===== src/rtl/prco_decoder_sb.sv =====
// Purpose: PRCO instruction decoder (fetch -> execute) with a registered 2-entry skid buffer and a stall counter.
// Latency: 1 cycle from accept to q_p_valid; sustains 1 instruction/cycle when downstream is not stalled.
// Backpressure: q_p_stalled is registered (= skid entry valid); i_p_stalled/i_p_block hold the output stage.
module prco_decoder_sb #(
    parameter int IW    = 16,
    parameter int OPW   = 5,
    parameter int RW    = 3,
    parameter int IMMW  = 8,
    parameter int SIMMW = 5,
    parameter int DATAW = 16,
    parameter int CNTW  = 16
) (
    input  logic             i_clk,
    input  logic             i_reset,
    input  logic             i_p_cp,
    input  logic             i_p_valid,
    output logic             q_p_stalled,
    input  logic [IW-1:0]    i_instr,
    input  logic             i_p_stalled,
    input  logic             i_p_block,
    output logic             q_p_valid,
    output logic [OPW-1:0]   q_op,
    output logic [RW-1:0]    q_seld,
    output logic [RW-1:0]    q_sela,
    output logic [IMMW-1:0]  q_imm8,
    output logic [DATAW-1:0] q_simm,
    output logic             q_reg_we,
    output logic             q_req_alu,
    output logic             q_req_ram,
    output logic             q_illegal,
    output logic [CNTW-1:0]  q_stall_cnt
);

    // ISA opcode encodings
    localparam logic [OPW-1:0] PRCO_OP_NOP  = OPW'(0);
    localparam logic [OPW-1:0] PRCO_OP_MOVI = OPW'(1);
    localparam logic [OPW-1:0] PRCO_OP_MOV  = OPW'(2);
    localparam logic [OPW-1:0] PRCO_OP_ADD  = OPW'(3);
    localparam logic [OPW-1:0] PRCO_OP_LW   = OPW'(4);
    localparam logic [OPW-1:0] PRCO_OP_SW   = OPW'(5);

    // One fully decoded instruction; both buffer stages hold this record.
    typedef struct packed {
        logic [OPW-1:0]   op;
        logic [RW-1:0]    seld;
        logic [RW-1:0]    sela;
        logic [IMMW-1:0]  imm8;
        logic [DATAW-1:0] simm;
        logic             reg_we;
        logic             req_alu;
        logic             req_ram;
        logic             illegal;
    } rec_t;

    rec_t            w_dec;
    rec_t            r_out;
    rec_t            r_skid;
    logic            r_out_vld;
    logic            r_skid_vld;
    logic [CNTW-1:0] r_stall_cnt;

    logic            w_hold;
    logic            w_accept;
    logic            w_advance;
    logic            w_out_free;
    logic            w_cnt_sat;

    // Either downstream stall source holds the output stage identically.
    assign w_hold     = i_p_stalled | i_p_block;
    // A full skid entry is exactly the upstream stall, so accept only needs that bit.
    assign w_accept   = i_p_valid & ~r_skid_vld;
    assign w_advance  = r_out_vld & ~w_hold;
    // OUT can be (re)loaded this cycle when empty or being consumed.
    assign w_out_free = w_advance | ~r_out_vld;
    assign w_cnt_sat  = (r_stall_cnt == {CNTW{1'b1}});

    // Field extraction and opcode classification, purely from the incoming word.
    always_comb begin
        w_dec         = '0;
        w_dec.op      = i_instr[IW-1 -: OPW];
        w_dec.seld    = i_instr[IW-OPW-1 -: RW];
        w_dec.sela    = i_instr[IMMW-1 -: RW];
        w_dec.imm8    = i_instr[IMMW-1:0];
        w_dec.simm    = {{(DATAW-SIMMW){i_instr[SIMMW-1]}}, i_instr[SIMMW-1:0]};
        w_dec.reg_we  = 1'b0;
        w_dec.req_alu = 1'b0;
        w_dec.req_ram = 1'b0;
        w_dec.illegal = 1'b0;
        case (i_instr[IW-1 -: OPW])
            PRCO_OP_NOP: begin
            end
            PRCO_OP_MOVI, PRCO_OP_MOV: begin
                w_dec.reg_we = 1'b1;
            end
            PRCO_OP_ADD: begin
                w_dec.reg_we  = 1'b1;
                w_dec.req_alu = 1'b1;
            end
            PRCO_OP_LW: begin
                w_dec.reg_we  = 1'b1;
                w_dec.req_ram = 1'b1;
            end
            PRCO_OP_SW: begin
                w_dec.req_ram = 1'b1;
            end
            default: begin
                // Illegal opcodes still flow so execute can raise the exception.
                w_dec.illegal = 1'b1;
            end
        endcase
    end

    // Stage valid bits: reset and flush clear both; otherwise SKID drains first, keeping FIFO order.
    always_ff @(posedge i_clk) begin
        if (i_reset) begin
            r_out_vld  <= 1'b0;
            r_skid_vld <= 1'b0;
        end else if (i_p_cp) begin
            r_out_vld  <= 1'b0;
            r_skid_vld <= 1'b0;
        end else if (w_out_free) begin
            if (r_skid_vld) begin
                r_out_vld  <= 1'b1;
                r_skid_vld <= 1'b0;
            end else begin
                r_out_vld  <= w_accept;
            end
        end else if (w_accept) begin
            r_skid_vld <= 1'b1;
        end
    end

    // Stage data: only reset clears it; flush leaves stale records behind invalid flags.
    always_ff @(posedge i_clk) begin
        if (i_reset) begin
            r_out  <= '0;
            r_skid <= '0;
        end else if (!i_p_cp) begin
            if (w_out_free) begin
                if (r_skid_vld) begin
                    r_out <= r_skid;
                end else if (w_accept) begin
                    r_out <= w_dec;
                end
            end else if (w_accept) begin
                r_skid <= w_dec;
            end
        end
    end

    // Saturating count of cycles with valid output held by downstream; survives flush.
    always_ff @(posedge i_clk) begin
        if (i_reset) begin
            r_stall_cnt <= '0;
        end else if (r_out_vld && w_hold && !w_cnt_sat) begin
            r_stall_cnt <= r_stall_cnt + CNTW'(1);
        end
    end

    assign q_p_stalled = r_skid_vld;
    assign q_p_valid   = r_out_vld;
    assign q_op        = r_out.op;
    assign q_seld      = r_out.seld;
    assign q_sela      = r_out.sela;
    assign q_imm8      = r_out.imm8;
    assign q_simm      = r_out.simm;
    assign q_reg_we    = r_out.reg_we;
    assign q_req_alu   = r_out.req_alu;
    assign q_req_ram   = r_out.req_ram;
    assign q_illegal   = r_out.illegal;
    assign q_stall_cnt = r_stall_cnt;

endmodule


===== config.mk =====
export PLATFORM = sky130hd
export DESIGN_NAME = prco_decoder_sb
export DESIGN_NICKNAME = d
export VERILOG_FILES = /design/src/rtl/prco_decoder_sb.sv
export SDC_FILE = /design/constraint.sdc
export NUM_CORES = 1
export LEC_CHECK = 0
export ABC_CLOCK_PERIOD_IN_PS = 1800
export CAP_MARGIN = 30
export CELL_PAD_IN_SITES_DETAIL_PLACEMENT = 0
export CELL_PAD_IN_SITES_GLOBAL_PLACEMENT = 1
export CORE_UTILIZATION = 25
export CTS_CLUSTER_SIZE = 12
export DETAILED_ROUTE_END_ITERATION = 10
export PLACE_DENSITY_LB_ADDON = 0.1
export SKIP_CTS_REPAIR_TIMING = 1
export SLEW_MARGIN = 5
export SYNTH_ARGS = -nofsm -noshare
export SYNTH_HDL_FRONTEND = slang
export SYNTH_SLANG_ARGS = --single-unit

===== constraint.sdc =====
create_clock -name i_clk -period 1.8 [get_ports i_clk]
set_input_delay 0.18 -clock i_clk [delete_from_list [all_inputs] [get_ports i_clk]]
set_output_delay 0.18 -clock i_clk [all_outputs]
set_load 0.01 [all_outputs]

==> summary.txt, run 1 <==
Run status
  • Outcome: finished clean

Timing
  • Rel. slew slack: 70.23%
  • Worst Setup Slack, final: between 15 and 20 ps
  • Fmax: 560.8 MHz
  • Setup violators final: 0
  • Final Hold Viols: 0
  • RSZ-0062 raised after global routing: yes
  • Period utilization: 99.06%
  • Final Skew: around 7 ps
  • Max-slew violation count: 0
  • Post-route minimum period: 1783 ps
  • Final hold slack: 273.3 ps
  • Post-route setup TNS: 0 ps
  • Worst Tran Pin Value: 446.6 ps

Global route
  • First-pass GRT wire length: approximately 11,000 um
  • Congestion Overflow GR: 0
  • Vias in the first global route: 2,168
  • Largest net degree at the start of global routing: 41
  • Initial antenna violation count: 0
  • Gr usage total: 12.97%

Critical path
  • Peak per-stage delay on the critical path: roughly 590 ps
  • WS Path Type: reg -> reg
  • CP required: 2070 ps
  • Worst path buffer plus inverter count: 0
  • RR Startpoint: q_stall_cnt[8]
  • Crit-path cells: nand4_2, or4_4, or4_4, a21oi_2
  • Crit path capture type: flip-flop
  • WP data arrival: just over 2000 ps
  • Critical path startpoint category: flip-flop
  • WP depth: 4
  • CP top delay family: simple AND/OR/NAND/NOR gates
  • Worst setup startpoint: q_stall_cnt[8]
  • Crit-path most repeated cell: or4_4
  • Slowest CP cell: or4_4
  • Reg2reg path depth: 4
  • CP Max Fanout: 7

Worst hold path
  • Hold_sp: i_reset
  • Worst Hold Class: in -> reg
  • Cell depth of the worst hold path: 2

Yosys
  • Sequential-to-total area share from yosys stat: 44.53%
  • Async S/R FF share, synth: 0%
  • Avg Inst Size Synth: around 8.5 sq um
  • Synth unique cells: 32
  • Main flop type after synthesis: dfxtp_1
  • Cells after Synth: 306
  • Ys Warns: 0
  • Post-synth top area share: approximately 45%
  • Synth Net Count: ~330
  • FF+latch count, synth: between 50 and 60
  • Number of synthesized flops with an enable pin: 0
  • Synth area leader: dfxtp_1
  • Ranking of synthesized cells by area: dfxtp_1 45%, mux2i_1 8.4%, a211oi_1 6.6%, nand2_1 6.2%, a21oi_1 5.6%
  • Cell Area, Synth: 0.002608 sq mm

Clocking
  • CTS tree: built
  • Clk sinks: 58
  • Clk root buf: clkbuf_8
  • H-tree depth: 3
  • CTS buffer count: 9
  • Clk Latency, worst-skew pair: about 330 ps
  • Clock transition at path regs: 70 ps
  • Clock tree buffer depth: 2

Layout
  • Layout fillers: around 1,000
  • Share of cells above drive strength 1: 20.54%
  • Antenna Cells: 0
  • Nets: around 420
  • Syn-to-layout area delta: 51.97%

Route
  • Drt wl/cell: 12.99 um
  • DRC: 0
  • Vias: 2,451
  • Drt first pass iters: 4
  • Initial DRC count: 60
  • Final antenna-violating net count: 0
  • Vias/cell: 4.564
  • WL final: 6973 um

Floorplanning
  • Die ar.: 0.01084 sq mm
  • IO Pins: 79
  • Die Span Y: between 100 and 150 um
  • Std-Cell Rows: 36
  • Starting Density: 26.19%
  • Die Width: 104.1 um
  • Core area: 0.009955 sq mm

Power and ir drop
  • Worst VDD drop: between 300 and 400 uV
  • Pwr/cell area: 760.8 mW/mm^2
  • Leakage: 1.338 nW

Placed design
  • IO Port Bufs: 78
  • GP Congestion: 0.7033
  • Setup WS pre-CTS: -417.3 ps
  • Post-DP HPWL: just under 5000 um

Flow run
  • Max cap viols: 0
==> cell families after synthesis <==
family,count (synthesis),share of synthesized area (%)
flip-flops,58,44.53
adder cells (fa/ha/maj),1,0.4798
buffers and inverters,44,9.117
XOR/XNOR,1,0.3360
AND/OR/NAND/NOR,110,19.58
AO/OA/AOI/OAI,69,17.08
multiplexers,23,8.877
==> final cells by class <==
cell class | count | area (sq um) | share of cell area [%]
clock buffer | 12 | 166.4 | 4.200
timing repair buffer | 120 | 1120 | 28.26
sequential | 58 | 1181 | 29.81
clock inverter | 4 | 47.55 | 1.200
inverter | 6 | 22.52 | 0.5684
multi-input combinational | 204 | 1259 | 31.77
tap | 133 | 166.4 | 4.200
==> through the flow <==
step,instance area (sq um),total power [W],util (%),instances
after floorplan,2643,0.001557,-,306
after global placement,3691,0.001755,37.08,518
after detailed placement,3691,0.001756,37.08,518
after CTS,3905,0.003078,39.23,534
after global routing,3963,0.003161,39.81,537
final,3963,0.003015,39.81,537
==> Yosys cell counts (2+ instances only) <==
cell type,instances
buf_4,19
mux2i_1,22
or3_1,5
nand2_1,43
nor3_1,7
dfxtp_1,58
a21oi_1,29
clkbuf_1,17
nor4_1,4
or2_2,2
nand3_1,7
or4_1,7
o21ai_0,6
nand4_1,2
nor2_1,28
a211oi_1,23
o21a_1,2
inv_1,6
o31ai_1,5
and3_1,2
==> layout by cell type, fill, tap and decap left out, types with 2 or more instances in the layout <==
cell             Yosys  final
clkdlybuf4s50_1      0     77
dfxtp_1             58     48
nand2_1             43     43
buf_4               19     39
nor2_1              28     28
a21oi_1             29     28
a211oi_1            23     23
mux2i_1             22     22
clkbuf_8             0     10
nand3_1              7      7
dfxtp_2              0      7
inv_1                6      6
o21ai_0              6      6
nor3_1               7      5
or4_1                7      5
o31ai_1              5      5
or3_1                5      5
dfxtp_4              0      3
o21a_1               2      2
nor3_2               0      2
and3_1               2      2
nor4_1               4      2
or2_2                2      2
or4_4                0      2
nand4_1              2      2
nor4_2               0      2
clkinv_2             0      2
buf_12               0      2
==> registers in the layout, summed over array words and instances (netlist names) <==
signal and cells:
q_illegal 1, q_imm8 5, q_op 5, q_p_stalled 1
q_p_valid 1, q_reg_we 1, q_req_alu 1, q_req_ram 1
q_sela 3, q_seld 3, q_stall_cnt 16, r_skid 20
==> routing by layer <==
| layer | share of wire (%) | vias up | wire, um | GRT usage, % |
|---|---|---|---|---|
| met2 | 44 | 65 | 3069 | 19.90 |
| met3 | 6.1 | 6 | 428 | 4.699 |
| met1 | 49 | 1126 | 3401 | 16.88 |
| li1 | - | 1254 | - | - |
| met4 | 1.1 | 0 | 74 | 3.980 |
| met5 | 0 | - | 0 | 0 |
==> final timing paths <==
kind	slack, ps	endpoint
min reg2reg	450	r_skid[22]
max reg2reg	20	q_stall_cnt[13]
max	20	q_stall_cnt[13]
min	270	q_stall_cnt[12]
==> report_power, final <==
part           switching, W  total, W  internal [W]
logic              0.000166  0.000379      0.000212
clock network      0.000532   0.00129      0.000757
registers         0.0000274   0.00135       0.00132
Note: power is estimated with default switching activity, not from simulation.
==> inputs of run 2 (changes only) <==
--- a/config.mk
+++ b/config.mk
@@ -14,6 +14,7 @@
 export DETAILED_ROUTE_END_ITERATION = 10
 export PLACE_DENSITY_LB_ADDON = 0.1
 export SKIP_CTS_REPAIR_TIMING = 1
+export SKIP_LAST_GASP = 1
 export SLEW_MARGIN = 5
 export SYNTH_ARGS = -nofsm -noshare
 export SYNTH_HDL_FRONTEND = slang
==> summary.txt, run 2 (same netlist as run 1, synthesis figures left out) <==
Global route
  • Congestion Overflow GR: 0 (unchanged)
  • First-pass GRT wire length: 11,230 um (unchanged)
  • Vias in the first global route: 2,168 (unchanged)
  • Gr usage total: 12.97% (unchanged)
  • Initial antenna violation count: 0 (unchanged)
  • Largest net degree at the start of global routing: 41 (unchanged)

Timing
  • Max-slew violation count: 0 (unchanged)
  • RSZ-0062 raised after global routing: yes (unchanged)
  • Worst Tran Pin Value: 445.9 ps (was 446.6 ps)
  • Final Hold Viols: 0 (unchanged)
  • Period utilization: 99.06% (about the same)
  • Fmax: 560.8 MHz (about the same)
  • Final Skew: 7.034 ps (was 6.988 ps)
  • Post-route minimum period: 1783 ps (about the same)
  • Setup violators final: 0 (unchanged)
  • Final hold slack: 273.0 ps (was 273.3 ps)
  • Rel. slew slack: 70.27% (was 70.23%)

Floorplanning
  • Die Width: 104.1 um (unchanged)
  • Std-Cell Rows: 36 (unchanged)
  • IO Pins: 79 (unchanged)
  • Die ar.: 0.01084 sq mm (unchanged)
  • Core area: 0.009955 sq mm (unchanged)
  • Starting Density: 26.19% (unchanged)
  • Die Span Y: 104.1 um (unchanged)

Critical path
  • Crit path capture type: flip-flop (unchanged)
  • Critical path startpoint category: flip-flop (unchanged)
  • CP Max Fanout: 7 (unchanged)
  • Crit-path cells: nand4_2, or4_4, or4_4, a21oi_2 (unchanged)
  • RR Startpoint: q_stall_cnt[8] (unchanged)
  • Slowest CP cell: or4_4 (unchanged)
  • Crit-path most repeated cell: or4_4 (unchanged)
  • Peak per-stage delay on the critical path: 590 ps (about the same)
  • Worst setup startpoint: q_stall_cnt[8] (unchanged)
  • WP data arrival: 2050 ps (about the same)
  • WS Path Type: reg -> reg (unchanged)
  • CP required: 2070 ps (about the same)

Route
  • Vias: 2,445 (was 2,451)
  • WL final: 6974 um (was 6973 um)
  • Vias/cell: 4.553 (was 4.564)
  • Final antenna-violating net count: 0 (unchanged)
  • Drt wl/cell: 12.99 um (about the same)
  • Initial DRC count: 63 (was 60)
  • DRC: 0 (unchanged)
  • Drt first pass iters: 4 (unchanged)

Layout
  • Most frequent cells in the layout: 77 x clkdlybuf4s50_1, 48 x dfxtp_1, 43 x nand2_1, 40 x buf_4 (was 77 x clkdlybuf4s50_1, 48 x dfxtp_1, 43 x nand2_1, 39 x buf_4)
  • Nets: 422 (unchanged)
  • Most common cell after layout, fill and taps aside: clkdlybuf4s50_1 (unchanged)
  • Number of flip-flops in the largest register: 20 (unchanged)
  • Antenna Cells: 0 (unchanged)
  • Biggest register: r_skid (unchanged)
  • Syn-to-layout area delta: 51.73% (was 51.97%)
  • Design area: 0.003956 sq mm (was 0.003963 sq mm)
  • Share of cells above drive strength 1: 20.30% (was 20.54%)

Clocking
  • CTS buffer count: 9 (unchanged)
  • CTS tree: built (unchanged)
  • Clk root buf: clkbuf_8 (unchanged)
  • Clk sinks: 58 (unchanged)
  • H-tree depth: 3 (unchanged)
  • Clk Latency, worst-skew pair: 330 ps (about the same)
  • Clock transition at path regs: 70 ps (about the same)
  • Clock tree buffer depth: 2 (unchanged)

Placed design
  • Area after DPL: 0.003691 sq mm (unchanged)
  • IO Port Bufs: 78 (unchanged)
  • GP Congestion: 0.7033 (unchanged)
  • Post-DP HPWL: 4827 um (unchanged)

Worst hold path
  • Worst Hold Class: in -> reg (unchanged)
  • Hold_sp: i_reset (unchanged)

Run status
  • Outcome: finished clean (unchanged)

Power and ir drop
  • Worst VDD drop: 380.2 uV (about the same)
  • Pwr/cell area: 761.7 mW/mm^2 (was 760.8 mW/mm^2)
  • Total Power: 0.003014 W (was 0.003015 W)
  • Leakage: 1.340 nW (was 1.338 nW)

Flow run
  • Max cap viols: 0 (unchanged)
run 2: cell counts in the layout (fill, tap and decap cells not counted):
Identical to the previous run, type by type.
run 2: worst paths after layout:
path | to | slack, ps | depth (start not counted)
setup / recovery | q_stall_cnt[13] | 20 | 4
hold / removal | q_stall_cnt[12] | 270 | 2
hold reg to reg | r_skid[22] | 450 | 2
setup reg to reg | q_stall_cnt[13] | 20 | 4
run 2: power breakdown:
group          switching (W)  internal (W)
Sequential         0.0000274       0.00132
Clock               0.000532      0.000757
Combinational       0.000166      0.000211
Total               0.000725       0.00229
run 2: cell type report:
cell class / instances / area (sq um)
clock buffer: 12 / 166.4
tap: 133 / 166.4
timing repair buffer: 120 / 1116
multi-input combinational: 204 / 1256
inverter: 6 / 22.52
clock inverter: 4 / 47.55
fill: 1047 / 5998
sequential: 58 / 1181
run 2: critical path, delay by kind of cell, from the launching register on:
kind	cells	cell delay (ps)
flops	1	350
simple gates	3	1230
compound gates	1	130
run 2: through the flow:
step                      worst slack, ps  instances  utilization [%]  TNS [ps]
after floorplan                     7.751        306                -         0
after global placement             -385.4        518            37.08     -1529
after detailed placement           -417.3        518            37.08     -1704
after CTS                          -78.71        534            39.23    -161.8
after global routing               -28.91        537            39.74    -69.51
final                               16.96        537            39.74         0
run 2: metal layers:
layer / track usage, % / routed length [um]
met1: 16.88 / 3401
met4: 3.980 / 74
met5: 0 / 0
met3: 4.699 / 428
met2: 19.90 / 3071
==> inputs of run 3 (changes only) <==
--- a/config.mk
+++ b/config.mk
@@ -5,7 +5,7 @@
 export SDC_FILE = /design/constraint.sdc
 export NUM_CORES = 1
 export LEC_CHECK = 0
-export ABC_CLOCK_PERIOD_IN_PS = 1800
+export ABC_CLOCK_PERIOD_IN_PS = 2100
 export CAP_MARGIN = 30
 export CELL_PAD_IN_SITES_DETAIL_PLACEMENT = 0
 export CELL_PAD_IN_SITES_GLOBAL_PLACEMENT = 1
==> constraint.sdc (replaced) <==
create_clock -name i_clk -period 2.1 [get_ports i_clk]
set_input_delay 0.21 -clock i_clk [delete_from_list [all_inputs] [get_ports i_clk]]
set_output_delay 0.21 -clock i_clk [all_outputs]
set_load 0.01 [all_outputs]
==> summary.txt, run 3 (same netlist as run 1, synthesis figures left out) <==
Global route
  • Initial antenna violation count: 0 (unchanged)
  • Vias in the first global route: 2,182 (was 2,168)
  • Largest net degree at the start of global routing: 40 (was 41)
  • Congestion Overflow GR: 0 (unchanged)
  • First-pass GRT wire length: 11,160 um (was 11,230 um)
  • Gr usage total: 13.06% (was 12.97%)

Layout
  • Post-Layout Cell Count: 511 (was 537)
  • Share of cells above drive strength 1: 10.58% (was 20.30%)
  • Most common cell after layout, fill and taps aside: clkdlybuf4s50_1 (unchanged)
  • Syn-to-layout area delta: 43.28% (was 51.73%)
  • Number of flip-flops in the largest register: 20 (unchanged)
  • Layout fillers: 1,039 (was 1,047)
  • Most frequent cells in the layout: 77 x clkdlybuf4s50_1, 58 x dfxtp_1, 43 x nand2_1, 29 x a21oi_1, 28 x nor2_1 (was 77 x clkdlybuf4s50_1, 48 x dfxtp_1, 43 x nand2_1, 40 x buf_4)
  • Nets: 396 (was 422)
  • Biggest register: r_skid (unchanged)
  • Antenna Cells: 0 (unchanged)

Timing
  • Fmax: 514.5 MHz (was 560.8 MHz)
  • Post-route minimum period: 1943 ps (was 1783 ps)
  • Worst Tran Pin Value: 471.0 ps (was 445.9 ps)
  • RSZ-0062 raised after global routing: no (was yes)
  • Setup violators final: 0 (unchanged)
  • Period utilization: 92.55% (was 99.06%)
  • Final hold slack: 314.7 ps (was 273.0 ps)
  • Final Hold Viols: 0 (unchanged)
  • Final Skew: 7.879 ps (was 7.034 ps)
  • Rel. slew slack: 68.60% (was 70.27%)
  • Max-slew violation count: 0 (unchanged)

Clocking
  • CTS tree: built (unchanged)
  • H-tree depth: 3 (unchanged)
  • Clock transition at path regs: 80 ps (was 70 ps)
  • Clk root buf: clkbuf_8 (unchanged)
  • Clk sinks: 58 (unchanged)
  • Clk Latency, worst-skew pair: 340 ps (was 330 ps)
  • Clock tree buffer depth: 2 (unchanged)
  • CTS buffer count: 9 (unchanged)

Flow run
  • Max cap viols: 0 (unchanged)

Route
  • Final antenna-violating net count: 0 (unchanged)
  • Drt first pass iters: 4 (unchanged)
  • Initial DRC count: 88 (was 63)
  • Drt wl/cell: 13.33 um (was 12.99 um)
  • Vias/cell: 4.585 (was 4.553)
  • Vias: 2,343 (was 2,445)
  • WL final: 6813 um (was 6974 um)
  • DRC: 0 (unchanged)

Critical path
  • WP data arrival: 2180 ps (was 2050 ps)
  • Crit path capture type: flip-flop (unchanged)
  • Critical path startpoint category: flip-flop (unchanged)
  • CP Max Fanout: 5 (was 7)
  • CP required: 2330 ps (was 2070 ps)
  • WS Path Type: reg -> reg (unchanged)

Power and ir drop
  • Total Power: 0.002647 W (was 0.003014 W)
  • Leakage: 1.203 nW (was 1.340 nW)
  • Worst VDD drop: 262.4 uV (was 380.2 uV)
  • Pwr/cell area: 708.5 mW/mm^2 (was 761.7 mW/mm^2)

Floorplanning
  • Core area: 0.009955 sq mm (unchanged)
  • Starting Density: 26.19% (unchanged)
  • IO Pins: 79 (unchanged)
  • Std-Cell Rows: 36 (unchanged)
  • Die Span Y: 104.1 um (unchanged)
  • Die ar.: 0.01084 sq mm (unchanged)
  • Die Width: 104.1 um (unchanged)

Run status
  • Outcome: finished clean (unchanged)

Placed design
  • Placed Instances: 495 (was 518)
  • Post-DP HPWL: 4458 um (was 4827 um)
  • IO Port Bufs: 78 (unchanged)
  • GP Congestion: 0.7128 (was 0.7033)

Worst hold path
  • Worst Hold Class: in -> reg (unchanged)
## run 3: changes by cell type in the layout (fill, tap and decap cells not counted), sizes merged
cell,previous run,this run
buf,43,17
clkinv,2,3
clkbuf,12,9
bufinv,1,2
inv,6,7
## run 3: area by class of cell
class | instances | area [sq um] | area share, %
timing repair buffer | 94 | 945.9 | 25.32
inverter | 6 | 22.52 | 0.6028
clock buffer | 9 | 123.9 | 3.315
tap | 133 | 166.4 | 4.454
clock inverter | 7 | 102.6 | 2.746
multi-input combinational | 204 | 1214 | 32.48
sequential | 58 | 1161 | 31.08
## run 3: final timing paths
path,depth (start not counted),startpoint,endpoint,slack [ps]
max,4,q_stall_cnt[4],q_stall_cnt[15],160
min,2,i_reset,q_stall_cnt[1],310
max reg2reg,4,q_stall_cnt[4],q_stall_cnt[15],160
min reg2reg,2,r_skid[28],r_skid[28],460
## run 3: layer usage
metal | track usage, % | vias to the layer above | part of all wire, % | routed length (um)
met1 | 17.42 | 1079 | 51 | 3444
met2 | 20.10 | 50 | 44 | 3031
met3 | 2.506 | 9 | 3.4 | 230
met5 | 0 | - | 0 | 0
met4 | 6.429 | 0 | 1.6 | 106
li1 | - | 1205 | - | -
## run 3: metrics by stage
stage,util (%),instance area [sq um],worst slack [ps],setup TNS [ps]
after CTS,37.53,3736,154.1,0
after global routing,37.53,3736,27.11,0
after detailed placement,35.26,3510,-133.1,-321.6
after floorplan,-,2608,162.8,0
final,37.53,3736,156.5,0
after global placement,35.26,3510,-100.9,-167.4
## run 3: where the power goes
group / switching, W / total (W) / internal, W
combinational: 0.000138 / 0.000307 / 0.000169
sequential: 0.0000245 / 0.00116 / 0.00113
clock: 0.000505 / 0.00118 / 0.000678
total: 0.000667 / 0.00265 / 0.00198
## run 3: worst max-delay path, stage by stage, from the launching register on
cell     delay, ps
dfxtp_1        410
nand3_1        140
or4_1          590
nor4_1         340
mux2_2         360
